--- src/rtl/rr_arb_pkg.sv ---
// Shared constants and FSM state type for the 8-way round-robin arbiter.
package rr_arb_pkg;
    localparam int N_REQ  = 8;
    localparam int IDX_W  = 3;
    localparam int HOLD_W = 8;

    typedef enum logic {
        IDLE  = 1'b0,
        GRANT = 1'b1
    } state_t;
endpackage

--- src/rtl/rr_pick8.sv ---
// Combinational round-robin pick: first set request bit at or after 'start',
// wrapping 7 -> 0. Rotate right, priority-encode the lowest bit, un-rotate.
module rr_pick8
    import rr_arb_pkg::*;
(
    input  logic [N_REQ-1:0] req,
    input  logic [IDX_W-1:0] start,
    output logic             found,
    output logic [IDX_W-1:0] idx
);
    logic [2*N_REQ-1:0] dbl;
    logic [N_REQ-1:0]   rot;
    logic [IDX_W-1:0]   off;

    always_comb begin
        // rot[k] = req[(start + k) mod 8]
        dbl   = {req, req} >> start;
        rot   = dbl[N_REQ-1:0];
        found = |rot;
        off   = '0;
        for (int i = N_REQ - 1; i >= 0; i--) begin
            if (rot[i]) off = IDX_W'(i);
        end
        idx = start + off;
    end
endmodule

--- src/rtl/rr_arbiter8.sv ---
// Round-robin arbiter for 8 requesters with registered one-hot grant and a
// bounded hold time so a persistent winner cannot starve the others.
module rr_arbiter8
    import rr_arb_pkg::*;
#(
    parameter int MAX_HOLD = 16
) (
    input  logic             clk,
    input  logic             rst,
    input  logic [N_REQ-1:0] req,
    output logic [N_REQ-1:0] gnt,
    output logic [IDX_W-1:0] gnt_idx,
    output logic             gnt_valid
);
    localparam logic [HOLD_W-1:0] HOLD_LAST = HOLD_W'(MAX_HOLD - 1);
    localparam logic [HOLD_W-1:0] HOLD_SAT  = '1;

    state_t            state, state_n;
    logic [IDX_W-1:0]  ptr, ptr_n;
    logic [HOLD_W-1:0] hold_cnt, hold_n;
    logic [N_REQ-1:0]  gnt_n;
    logic [IDX_W-1:0]  idx_n;
    logic [IDX_W-1:0]  pick_start;
    logic              pick_found;
    logic [IDX_W-1:0]  pick_idx;
    logic              hold_expired;
    logic              others_req;

    // Valid semantics: gnt_valid is high exactly while gnt holds one bit; the
    // owner of gnt[i] keeps it while req[i] stays high, up to MAX_HOLD cycles
    // when others are waiting. There is no ready: dropping req releases.
    assign gnt_valid = |gnt;

    rr_pick8 u_pick (
        .req   (req),
        .start (pick_start),
        .found (pick_found),
        .idx   (pick_idx)
    );

    assign hold_expired = (MAX_HOLD != 0) && (hold_cnt == HOLD_LAST);
    assign others_req   = |(req & ~gnt);

    always_comb begin
        state_n    = state;
        ptr_n      = ptr;
        hold_n     = hold_cnt;
        gnt_n      = gnt;
        idx_n      = gnt_idx;
        pick_start = (state == GRANT) ? gnt_idx + IDX_W'(1) : ptr;

        unique case (state)
            IDLE: begin
                if (pick_found) begin
                    state_n = GRANT;
                    gnt_n   = N_REQ'(1) << pick_idx;
                    idx_n   = pick_idx;
                    ptr_n   = pick_idx + IDX_W'(1);
                    hold_n  = '0;
                end
            end
            GRANT: begin
                if (!req[gnt_idx] || (hold_expired && others_req)) begin
                    // Release or preemption; the current winner is never the
                    // pick here since the search starts just past it.
                    if (pick_found) begin
                        gnt_n  = N_REQ'(1) << pick_idx;
                        idx_n  = pick_idx;
                        ptr_n  = pick_idx + IDX_W'(1);
                        hold_n = '0;
                    end else begin
                        state_n = IDLE;
                        gnt_n   = '0;
                        idx_n   = '0;
                        hold_n  = '0;
                    end
                end else if (!hold_expired && hold_cnt != HOLD_SAT) begin
                    hold_n = hold_cnt + HOLD_W'(1);
                end
            end
            default: begin
                state_n = IDLE;
                gnt_n   = '0;
                idx_n   = '0;
            end
        endcase
    end

    always_ff @(posedge clk) begin
        if (rst) begin
            state    <= IDLE;
            ptr      <= '0;
            hold_cnt <= '0;
            gnt      <= '0;
            gnt_idx  <= '0;
        end else begin
            state    <= state_n;
            ptr      <= ptr_n;
            hold_cnt <= hold_n;
            gnt      <= gnt_n;
            gnt_idx  <= idx_n;
        end
    end
endmodule

--- config.mk ---
export PLATFORM = sky130hd
export DESIGN_NAME = rr_arbiter8
export DESIGN_NICKNAME = d
export VERILOG_FILES = /design/src/rtl/rr_arb_pkg.sv /design/src/rtl/rr_pick8.sv /design/src/rtl/rr_arbiter8.sv
export SDC_FILE = /design/constraint.sdc
export NUM_CORES = 1
export LEC_CHECK = 0
export CORE_MARGIN = 2
export CORE_UTILIZATION = 30
export DETAILED_ROUTE_END_ITERATION = 6
export SLEW_MARGIN = 15
export SYNTH_ARGS = -nofsm -noshare
export SYNTH_HDL_FRONTEND = slang
export SYNTH_SLANG_ARGS = --single-unit
--- constraint.sdc ---
create_clock -name clk -period 5.4 [get_ports clk]
set_clock_uncertainty 0.1 [all_clocks]
set_input_delay 0.81 -clock clk [delete_from_list [all_inputs] [get_ports clk]]
set_output_delay 0.81 -clock clk [all_outputs]
set_load 0.01 [all_outputs]
==> summary.md, run 1 <==
| Metric | Value |
|---|---|
| Status | complete, no violations |
| Post-Syn Instances | 208 |
| Crit-path slowest cell | dfxtp_1 |
| CTS buffer count | 3 |
| Post-synthesis mux area share | 10.7% |
| Worst hold slack | 0.413 ns |
| Core area | 5990 sq um |
| Critical path arrival | 4.20 ns |
| Fin crit share | 76.4% |
| Tightest Pin Transition | 0.713 ns |
| Post-synthesis sequential area ratio | 24.4% |
| Synth top area cells | dfxtp_1, mux4_2, nand3_1, xnor2_1, nand2_1 |
| Initial antenna violation count | 0 |
| Die ar. | 6930 sq um |
| Yosys cell types | 59 |
| First-pass GRT wire length | 7700 um |
| Layout Nets | 241 |
| Top cells by count, synth | dfxtp_1, nand3_1, nand2_1 |
| Setup Crit Path Kind | flop to flop |
| Startpoint types | flop |
| Mapped Avg Cell Area | 9.06 sq um |
| Top-count cell post-synth | dfxtp_1 |
| DRC Markers | 0 |
| Asr flop ratio synth | 0% |
| Die Y | 83.3 um |
| Ys flop type | dfxtp_1 |
| Die Wd | 83.3 um |
| DR pass1 iterations | 5 |
| Final min period | 4.12 ns |
| Initial Util | 31.5% |
| Routability cong. | 0.836 |
| Area grow syn2layout | 15.0% |
| Post-Syn Area | 1880 sq um |
| Number of enable flip-flop cells after synthesis | 0 |
| Total GRT Usage | 13.2% |
| RSZ-0062 raised after global routing | no |
| Delay-heaviest family, CP | compound AO/OA/AOI/OAI gates |
| Synth area leader | dfxtp_1 |
| Reg2Reg Setup Slack | 1.28 ns |
| Share of the synthesized area in the top cell type | 24.4% |
| Antenna cells | 0 |
| Post-synthesis simple-gate area fraction | 22.5% |
| Vias in the first global route | 1,553 |
| Max transition margin | 52.4% |
| Worst setup margin | 1.28 ns |
| Drt total wl | 4560 um |
| Synth Area in Adders | 3.72% |
| Pre-CTS WS | 1.04 ns |
| Setup TNS | 0 ns |
| CTS tree | done |
| Crit. End Element | flop |
| DPL Wire Length | 3550 um |
| Port buffer count | 21 |
| YS warnings | 0 |
| Pin count of the biggest net entering global routing | 15 |
| Drt via density | 5.49 |
| Pins over their slew limit | 0 |
| CTS root buffer | clkbuf_8 |
| WHS Endpoint | ptr[2] |
| Required @ worst endpoint | 5.48 ns |
| Initial drt markers | 106 |
| Core Util, Final | 36.2% |
| Peak VDD IR | 250 uV |
| Placed cell area | 2120 sq um |
| P_leak | 0.812 nW |
| Final instance area | 2170 sq um |
| Max Root-Sink Buffers | 2 |
| Largest family of logic cells by synthesized area | compound AO/OA/AOI/OAI gates |
| Final hold vios | 0 |
| Worst path bufs/invs | 0 |
| Post-CTS Setup Inserts | 0 |
| Beginning of the worst hold path | ptr[2] |
| Setup violators final | 0 |
| RR Endpoint | ptr[2] |
| Max Cap Viol | 0 |
| Num Clock Sinks | 23 |
| Synthesized Nets | 223 |
| PwrDens | 575 nW/um^2 |
| Synth Area in Compound Gates | 25.6% |
| Layout cell share with drive strength beyond 1 | 14.7% |
| Ports | 22 |
| Worst Hold Path Cells | 2 |
| R2R Path Start | gnt_idx[0] |
| Xor/xnor share of the synthesized area | 6.24% |
| CTS resizes | 0 |
| Antenna Nets Post-Route | 0 |
| Yosys reg bits | 23 |
| Vias | 1,648 |
| Critical-path cell list | ha_1 > xnor2_1 > a21oi_2 > mux4_2 > and2_1 > a221oi_2 > o221ai_2 > a21oi_1 > nand2_1 > fa_1 > xnor2_1 > xnor2_2 > ha_1 > a211oi_1 |
| Grt total ovfl | 0 |
| Worst-Skew Late Latency | 0.26 ns |
| Class of the worst hold path | flop to flop |
| Num rows | 28 |
| Hold-fix buffers, CTS | 0 |
| Achievable frequency | 242 MHz |
| Clk pin slew, worst setup/hold paths | 0.08 ns |
| Crit path largest cell delay | 0.50 ns |
| Wire per inst | 15.2 um |
| Worst r2r path cells | 14 |
| H-tree levels | 1 |
| CP max FO | 11 |
-- area by class of cell --
| type | instances | area, sq um |
|---|---|---|
| well taps | 75 | 93.8 |
| inverters | 14 | 52.6 |
| multi-input cells | 162 | 1300 |
| clock inverters | 1 | 5.00 |
| clock buffers | 3 | 41.3 |
| flip-flops and latches | 23 | 460 |
| repair buffers | 22 | 218 |
| fillers | 625 | 3820 |
-- registers in the layout (all words and copies together) (netlist names) --
name and count:
state 1, gnt 8, hold_cnt 8, gnt_idx 3
ptr 3
-- where the power goes --
part / internal [mW] / switching, mW / leakage [nW]
Combinational: 0.419 / 0.467 / 0.599
Clock: 0.0515 / 0.0543 / 0.0255
Sequential: 0.207 / 0.0459 / 0.188
Total: 0.678 / 0.567 / 0.812
-- how the worst max path moves through the flow --
| stage | start | end | slack, ns | cells after the start |
|---|---|---|---|---|
| finish | gnt_idx[0] | ptr[2] | 1.28 | 14 |
| floorplan | gnt_idx[0] | gnt[7] | 1.71 | 16 |
| global placement | req[4] | ptr[1] | 1.11 | 12 |
| detailed placement | req[4] | ptr[1] | 1.04 | 12 |
| global route | gnt_idx[0] | ptr[2] | 0.98 | 14 |
| CTS | gnt_idx[0] | ptr[1] | 1.24 | 12 |
-- per-stage QoR --
stage | power, mW | cells
6_report | 1.25 | 300
3_5_place_dp | 1.15 | 296
4_1_cts | 1.26 | 300
3_3_place_gp | 1.14 | 296
5_1_grt | 1.36 | 300
2_1_floorplan | 0.943 | 208
-- layout by cell type, fill, tap and decap left out, types with 5 or more instances in the layout --
cell	netlist	final
dfxtp_1	23	23
clkdlybuf4s50_1	0	21
nand3_1	16	16
nand2_1	15	15
inv_1	12	12
nor2_1	12	12
a21oi_1	11	11
xnor2_1	9	9
o21ai_1	6	6
a21o_1	5	5
and2_1	5	5
a211oi_1	5	5
-- layer usage --
layer	wire length (um)	vias to the layer above	global-route usage [%]
met2	1970	45	19.6
met4	25	0	2.53
met1	2280	781	19.0
met5	0	-	0
li1	-	818	-
met3	289	4	3.78
-- cells by family (layout without fill, tap and decap cells) --
| family | count (synthesis) | after routing |
|---|---|---|
| adder cells (fa/ha/maj) | 5 | 5 |
| multiplexers | 11 | 11 |
| XOR/XNOR | 11 | 11 |
| flip-flops | 23 | 23 |
| AO/OA/AOI/OAI | 61 | 61 |
| AND/OR/NAND/NOR | 74 | 74 |
| buffers and inverters | 23 | 40 |
-- worst reg2reg max path, stage by stage (launching register included) --
cell,delay (ns)
dfxtp_1,0.50
ha_1,0.22
xnor2_1,0.09
a21oi_2,0.50
mux4_2,0.45
and2_1,0.19
a221oi_2,0.20
o221ai_2,0.16
a21oi_1,0.21
nand2_1,0.10
fa_1,0.39
xnor2_1,0.26
xnor2_2,0.19
ha_1,0.30
a211oi_1,0.19
Note: power is estimated with default switching activity, not from simulation.
==> inputs of run 2 (changes only) <==
==> constraint.sdc (replaced) <==
create_clock -name clk -period 3.7 [get_ports clk]
set_clock_uncertainty 0.1 [all_clocks]
set_input_delay 0.555 -clock clk [delete_from_list [all_inputs] [get_ports clk]]
set_output_delay 0.555 -clock clk [all_outputs]
set_load 0.01 [all_outputs]
==> run 2 against run 1 <==
Critical path depth is 1 lower. Sequential share of layout area fell by 2.7 points. Sequential cell count is the same. First-iteration DRC count shrank 23%. Clock-buffer cell count is the same. Die area unchanged. Final cell count up 12%. Global-route usage up 1.5 points. Combinational power grew 91%. Register-to-register slack lost 1.1 ns. Sequential power up 40%. Utilization is 5.8 points higher. Critical path type is now input pin to flop. Critical endpoint is now gnt[7]. Largest cell class unchanged. Highest routed layer unchanged.
==> summary.md, run 2 (synthesis gave the netlist of run 1 again) <==
| Metric | Value |
|---|---|
| Status | complete, no violations |
| Required @ worst endpoint | 3.76 ns |
| Antenna cells | 0 |
| DR pass1 iterations | 4 |
| Worst-Skew Late Latency | 0.26 ns |
| Max Cap Viol | 0 |
| Setup TNS | 0 ns |
| Die ar. | 6930 sq um |
| Pins over their slew limit | 0 |
| Worst setup margin | 0.135 ns |
| Die Wd | 83.3 um |
| Final hold vios | 0 |
| Num Clock Sinks | 23 |
| Switching portion of total power | 42.5% |
| Setup Crit Path Kind | input pin to flop |
| Port buffer count | 21 |
| Antenna Nets Post-Route | 0 |
| Max Root-Sink Buffers | 2 |
| Drt via density | 5.34 |
| P_leak | 1.04 nW |
| Switching power | 0.934 mW |
| Critical path arrival | 3.62 ns |
| Num rows | 28 |
| Die Y | 83.3 um |
| Core area | 5990 sq um |
| Grt total ovfl | 0 |
| CTS root buffer | clkbuf_8 |
| Commonest non-fill, non-tap cell in the layout | buf_4 |
| CTS buffer count | 3 |
| DRC Markers | 0 |
| Most frequent cells in the layout | buf_4, dfxtp_1, clkdlybuf4s50_1 |
| Sequential share of power | 16.2% |
| Routability cong. | 0.865 |
| Layout cell share with drive strength beyond 1 | 31.7% |
| Worst hold slack | 0.409 ns |
| Achievable frequency | 281 MHz |
| Wire per inst | 14.6 um |
| Tightest Pin Transition | 0.571 ns |
| CP max FO | 4 |
| Int Power | 1.26 mW |
| Fin crit share | 96.3% |
| Vias in the first global route | 1,766 |
| Vias | 1,798 |
| Final min period | 3.56 ns |
| Initial drt markers | 82 |
| H-tree levels | 1 |
| Final instance area | 2520 sq um |
| Core Util, Final | 42.0% |
| Class of the worst hold path | flop to flop |
| Ports | 22 |
| Pin count of the biggest net entering global routing | 14 |
| Placed cell area | 2380 sq um |
| Total GRT Usage | 14.7% |
| Area grow syn2layout | 33.5% |
| Max transition margin | 61.3% |
| Initial antenna violation count | 0 |
| Clk pwr share | 7.0% |
| Reg2Reg Setup Slack | 0.20 ns |
| Clk pin slew, worst setup/hold paths | 0.08 ns |
| DPL Wire Length | 3990 um |
| Drt total wl | 4910 um |
| Gate power share | 76.8% |
| Layout Nets | 278 |
| Peak VDD IR | 347 uV |
| Top flop regs | gnt: 8 flops, hold_cnt: 8 flops |
| CTS tree | done |
| Startpoint types | input pin |
| Pre-CTS WS | -0.274 ns |
| Setup violators final | 0 |
| PwrDens | 873 nW/um^2 |
| First-pass GRT wire length | 8560 um |
| Initial Util | 31.5% |
| Crit. End Element | flop |
run 2: changes by cell type in the layout (fill, tap and decap cells not counted), moves of 2 or more:
cell	previous run	this run
buf_4	1	38
clkdlybuf4s50_1	21	18
dlymetal6s2s_1	0	3
a21oi_1	11	9
a21oi_2	2	4
dfxtp_1	23	21
xnor2_1	9	7
xnor2_2	1	3
run 2: power by group through the flow:
| stage | clock, mW | combinational (mW) | sequential (mW) |
|---|---|---|---|
| 6_report | 0.155 | 1.69 | 0.355 |
| 3_3_place_gp | 0 | 1.55 | 0.358 |
| 3_5_place_dp | 0 | 1.58 | 0.359 |
| 4_1_cts | 0.159 | 1.60 | 0.353 |
| 2_1_floorplan | 0 | 1.01 | 0.363 |
| 5_1_grt | 0.172 | 1.85 | 0.363 |
run 2: worst max-delay path: stages:
cell and delay [ns]:
clkdlybuf4s50_1 0.48, mux4_2 0.55, and2_4 0.17, a221oi_4 0.19, o221ai_2 0.15, a21oi_2 0.17
nand2_1 0.09, fa_2 0.40, xnor2_2 0.16, xnor2_2 0.24, inv_1 0.07, ha_1 0.20
a22o_1 0.19
run 2: per-layer routing:
| layer | routed length (um) | track usage [%] | share of wire [%] |
|---|---|---|---|
| met4 | 87 | 3.43 | 1.8 |
| met2 | 2170 | 22.8 | 44 |
| met1 | 2350 | 20.7 | 48 |
| met3 | 298 | 3.18 | 6.1 |
| met5 | 0 | 0 | 0 |
run 2: path summary, 6_finish.rpt:
kind,start,to,cells past startpoint
max reg2reg,state,gnt[7],14
min reg2reg,ptr[1],ptr[1],2
min,ptr[1],ptr[1],2
max,req[5],gnt[7],13
run 2: metrics by stage:
stage	total power, mW	std cells
4_1_cts	2.12	335
3_3_place_gp	1.91	331
3_5_place_dp	1.94	331
6_report	2.20	337
5_1_grt	2.38	337
2_1_floorplan	1.38	208
run 2: area by class of cell:
| type | instances | area [sq um] |
|---|---|---|
| fill | 603 | 3470 |
| timing repair buffer | 59 | 503 |
| inverter | 14 | 52.6 |
| clock inverter | 1 | 5.00 |
| sequential | 23 | 465 |
| clock buffer | 3 | 41.3 |
| tap | 75 | 93.8 |
| multi-input combinational | 162 | 1360 |
run 2: timing repair:
action | in CTS | in global routing
endpoints found under the setup margin | 6 | 11
resized for setup | 2 | 17
hold buffers | 0 | 0
gates cloned | 0 | 0
setup buffers | 0 | 2
pin swaps | 0 | 10
==> inputs of run 3 (changes only) <==
==> constraint.sdc (replaced) <==
create_clock -name clk -period 3.7 [get_ports clk]
set_clock_uncertainty 0.1 [all_clocks]
set_input_delay 0.37 -clock clk [delete_from_list [all_inputs] [get_ports clk]]
set_output_delay 0.37 -clock clk [all_outputs]
set_load 0.01 [all_outputs]
==> run 3 against run 2 <==
Utilization decreased by 1.4 points. Register-to-register slack about the same. Non-clock buffer count decreased by 8. Total power decreased by 2.8%. Clock-buffer cell count unchanged. Sequential power about the same. Critical path depth increased by 2. Largest cell class unchanged. Sequential share of layout area increased by 0.64 points. Sequential cell count unchanged. Worst hold slack improved by 0.0025 ns. Clock power about the same. Final area decreased by 3.3%.
==> summary.md, run 3 (synthesis gave the netlist of run 1 again) <==
| Metric | Value |
|---|---|
| P_leak | 0.964 nW |
| H-tree levels | 1 |
| Required @ worst endpoint | 3.77 ns |
| Pins over their slew limit | 0 |
| Pre-CTS WS | -0.0503 ns |
| Achievable frequency | 286 MHz |
| DR pass1 iterations | 4 |
| Final min period | 3.50 ns |
| PwrDens | 879 nW/um^2 |
| Antenna Nets Post-Route | 0 |
| Switching power | 0.910 mW |
| Total GRT Usage | 13.8% |
| Max transition margin | 61.1% |
| Pin count of the biggest net entering global routing | 14 |
| First-pass GRT wire length | 7940 um |
| Fillcell total | 605 |
| Initial drt markers | 100 |
| Critical-path cell list | ha_2 > xnor2_2 > a21oi_2 > mux4_2 > and2_1 > a221oi_2 > o221ai_2 > a21oi_2 > nand2_1 > fa_2 > xnor2_2 > xnor2_2 > inv_1 > ha_1 > a22o_1 |
| Finished Layout Cells | 329 |
| Gate power share | 76.1% |
| Worst setup margin | 0.205 ns |
| CTS tree | done |
| Layout Nets | 270 |
| Initial antenna violation count | 0 |
| Peak VDD IR | 406 uV |
| Crit-path most repeated cell | xnor2_2 |
| Class of the worst hold path | flop to flop |
| Initial Util | 31.5% |
| Max Root-Sink Buffers | 2 |
| Vias | 1,764 |
| Wire per inst | 14.5 um |
| Area grow syn2layout | 29.1% |
| WP depth | 15 |
| Sequential share of power | 16.5% |
| Most frequent cells in the layout | buf_4, dfxtp_1, clkdlybuf4s50_1 |
| Clk pin slew, worst setup/hold paths | 0.09 ns |
| CTS buffer count | 3 |
| Antenna cells | 0 |
| Int Power | 1.23 mW |
| Core area | 5990 sq um |
| Vias in the first global route | 1,640 |
| Grt total ovfl | 0 |
| Worst r2r path cells | 15 |
| Num Clock Sinks | 23 |
| DPL Wire Length | 3830 um |
| DRC Markers | 0 |
| Worst-Skew Late Latency | 0.27 ns |
| Setup TNS | 0 ns |
| Worst hold slack | 0.411 ns |
| Startpoint types | flop |
| Total Power | 2.14 mW |
| Tightest Pin Transition | 0.574 ns |
| Port buffer count | 21 |
| Status | complete, no violations |
| Critical path arrival | 3.56 ns |
| Ports | 22 |
| Max Cap Viol | 0 |
| Top flop regs | gnt: 8 flops, hold_cnt: 8 flops |
| CP max FO | 4 |
| Crit. End Element | flop |
| Placed cell count | 321 |
| Commonest non-fill, non-tap cell in the layout | buf_4 |
| Worst Hold Path Cells | 1 |
| Clk pwr share | 7.4% |
| Worst path bufs/invs | 1 |
| Num rows | 28 |
| CTS root buffer | clkbuf_8 |
| Die Wd | 83.3 um |
| Crit-path slowest cell | fa_2 |
| Crit path largest cell delay | 0.40 ns |
| Die Y | 83.3 um |
| Switching portion of total power | 42.6% |
| Delay-heaviest family, CP | compound AO/OA/AOI/OAI gates |
| Die ar. | 6930 sq um |
| Routability cong. | 0.932 |
| Drt via density | 5.36 |
| Layout cell share with drive strength beyond 1 | 28.3% |
| Setup violators final | 0 |
| Final hold vios | 0 |
| Fin crit share | 94.5% |
| Setup Crit Path Kind | flop to flop |
| Drt total wl | 4770 um |
-- run 3: layout make-up --
type | count | area (sq um) | area share (%)
timing repair buffer | 51 | 439 | 18.1
multi-input combinational | 162 | 1340 | 54.9
clock buffer | 3 | 41.3 | 1.70
clock inverter | 1 | 5.00 | 0.206
sequential | 23 | 465 | 19.1
inverter | 14 | 52.6 | 2.16
tap | 75 | 93.8 | 3.86
-- run 3: final timing paths --
kind | start | endpoint | slack (ns)
setup reg to reg | gnt_idx[0] | gnt[7] | 0.20
hold reg to reg | gnt[1] | gnt[1] | 0.41
setup / recovery | gnt_idx[0] | gnt[7] | 0.20
hold / removal | gnt[1] | gnt[1] | 0.41
-- run 3: through the flow --
| step | util, % | instance area, sq um |
|---|---|---|
| after floorplan | - | 1880 |
| after global placement | 38.5 | 2310 |
| after detailed placement | 38.5 | 2310 |
| after CTS | 39.3 | 2350 |
| after global routing | 40.6 | 2430 |
| final | 40.6 | 2430 |
-- run 3: what timing repair did --
item | CTS | global route
setup buffers | 0 | 5
gates resized for setup | 0 | 12
hold buffers | 0 | 0
setup endpoints to repair | 0 | 12
-- run 3: power by group through the flow --
stage          logic, mW  registers (mW)  clock network (mW)
5_1_grt             1.78           0.361               0.177
3_5_place_dp        1.52           0.357                   0
2_1_floorplan       1.01           0.363                   0
4_1_cts             1.53           0.351               0.164
6_report            1.63           0.352               0.158
3_3_place_gp        1.51           0.357                   0
-- run 3: layer usage --
layer  vias to the layer above  part of all wire, %  track usage [%]
met5                         -                    0                0
met4                         0                 0.17             1.34
met3                         2                  5.8             2.88
met2                        52                   44             21.8
met1                       834                   50             19.9
li1                        876                    -                -
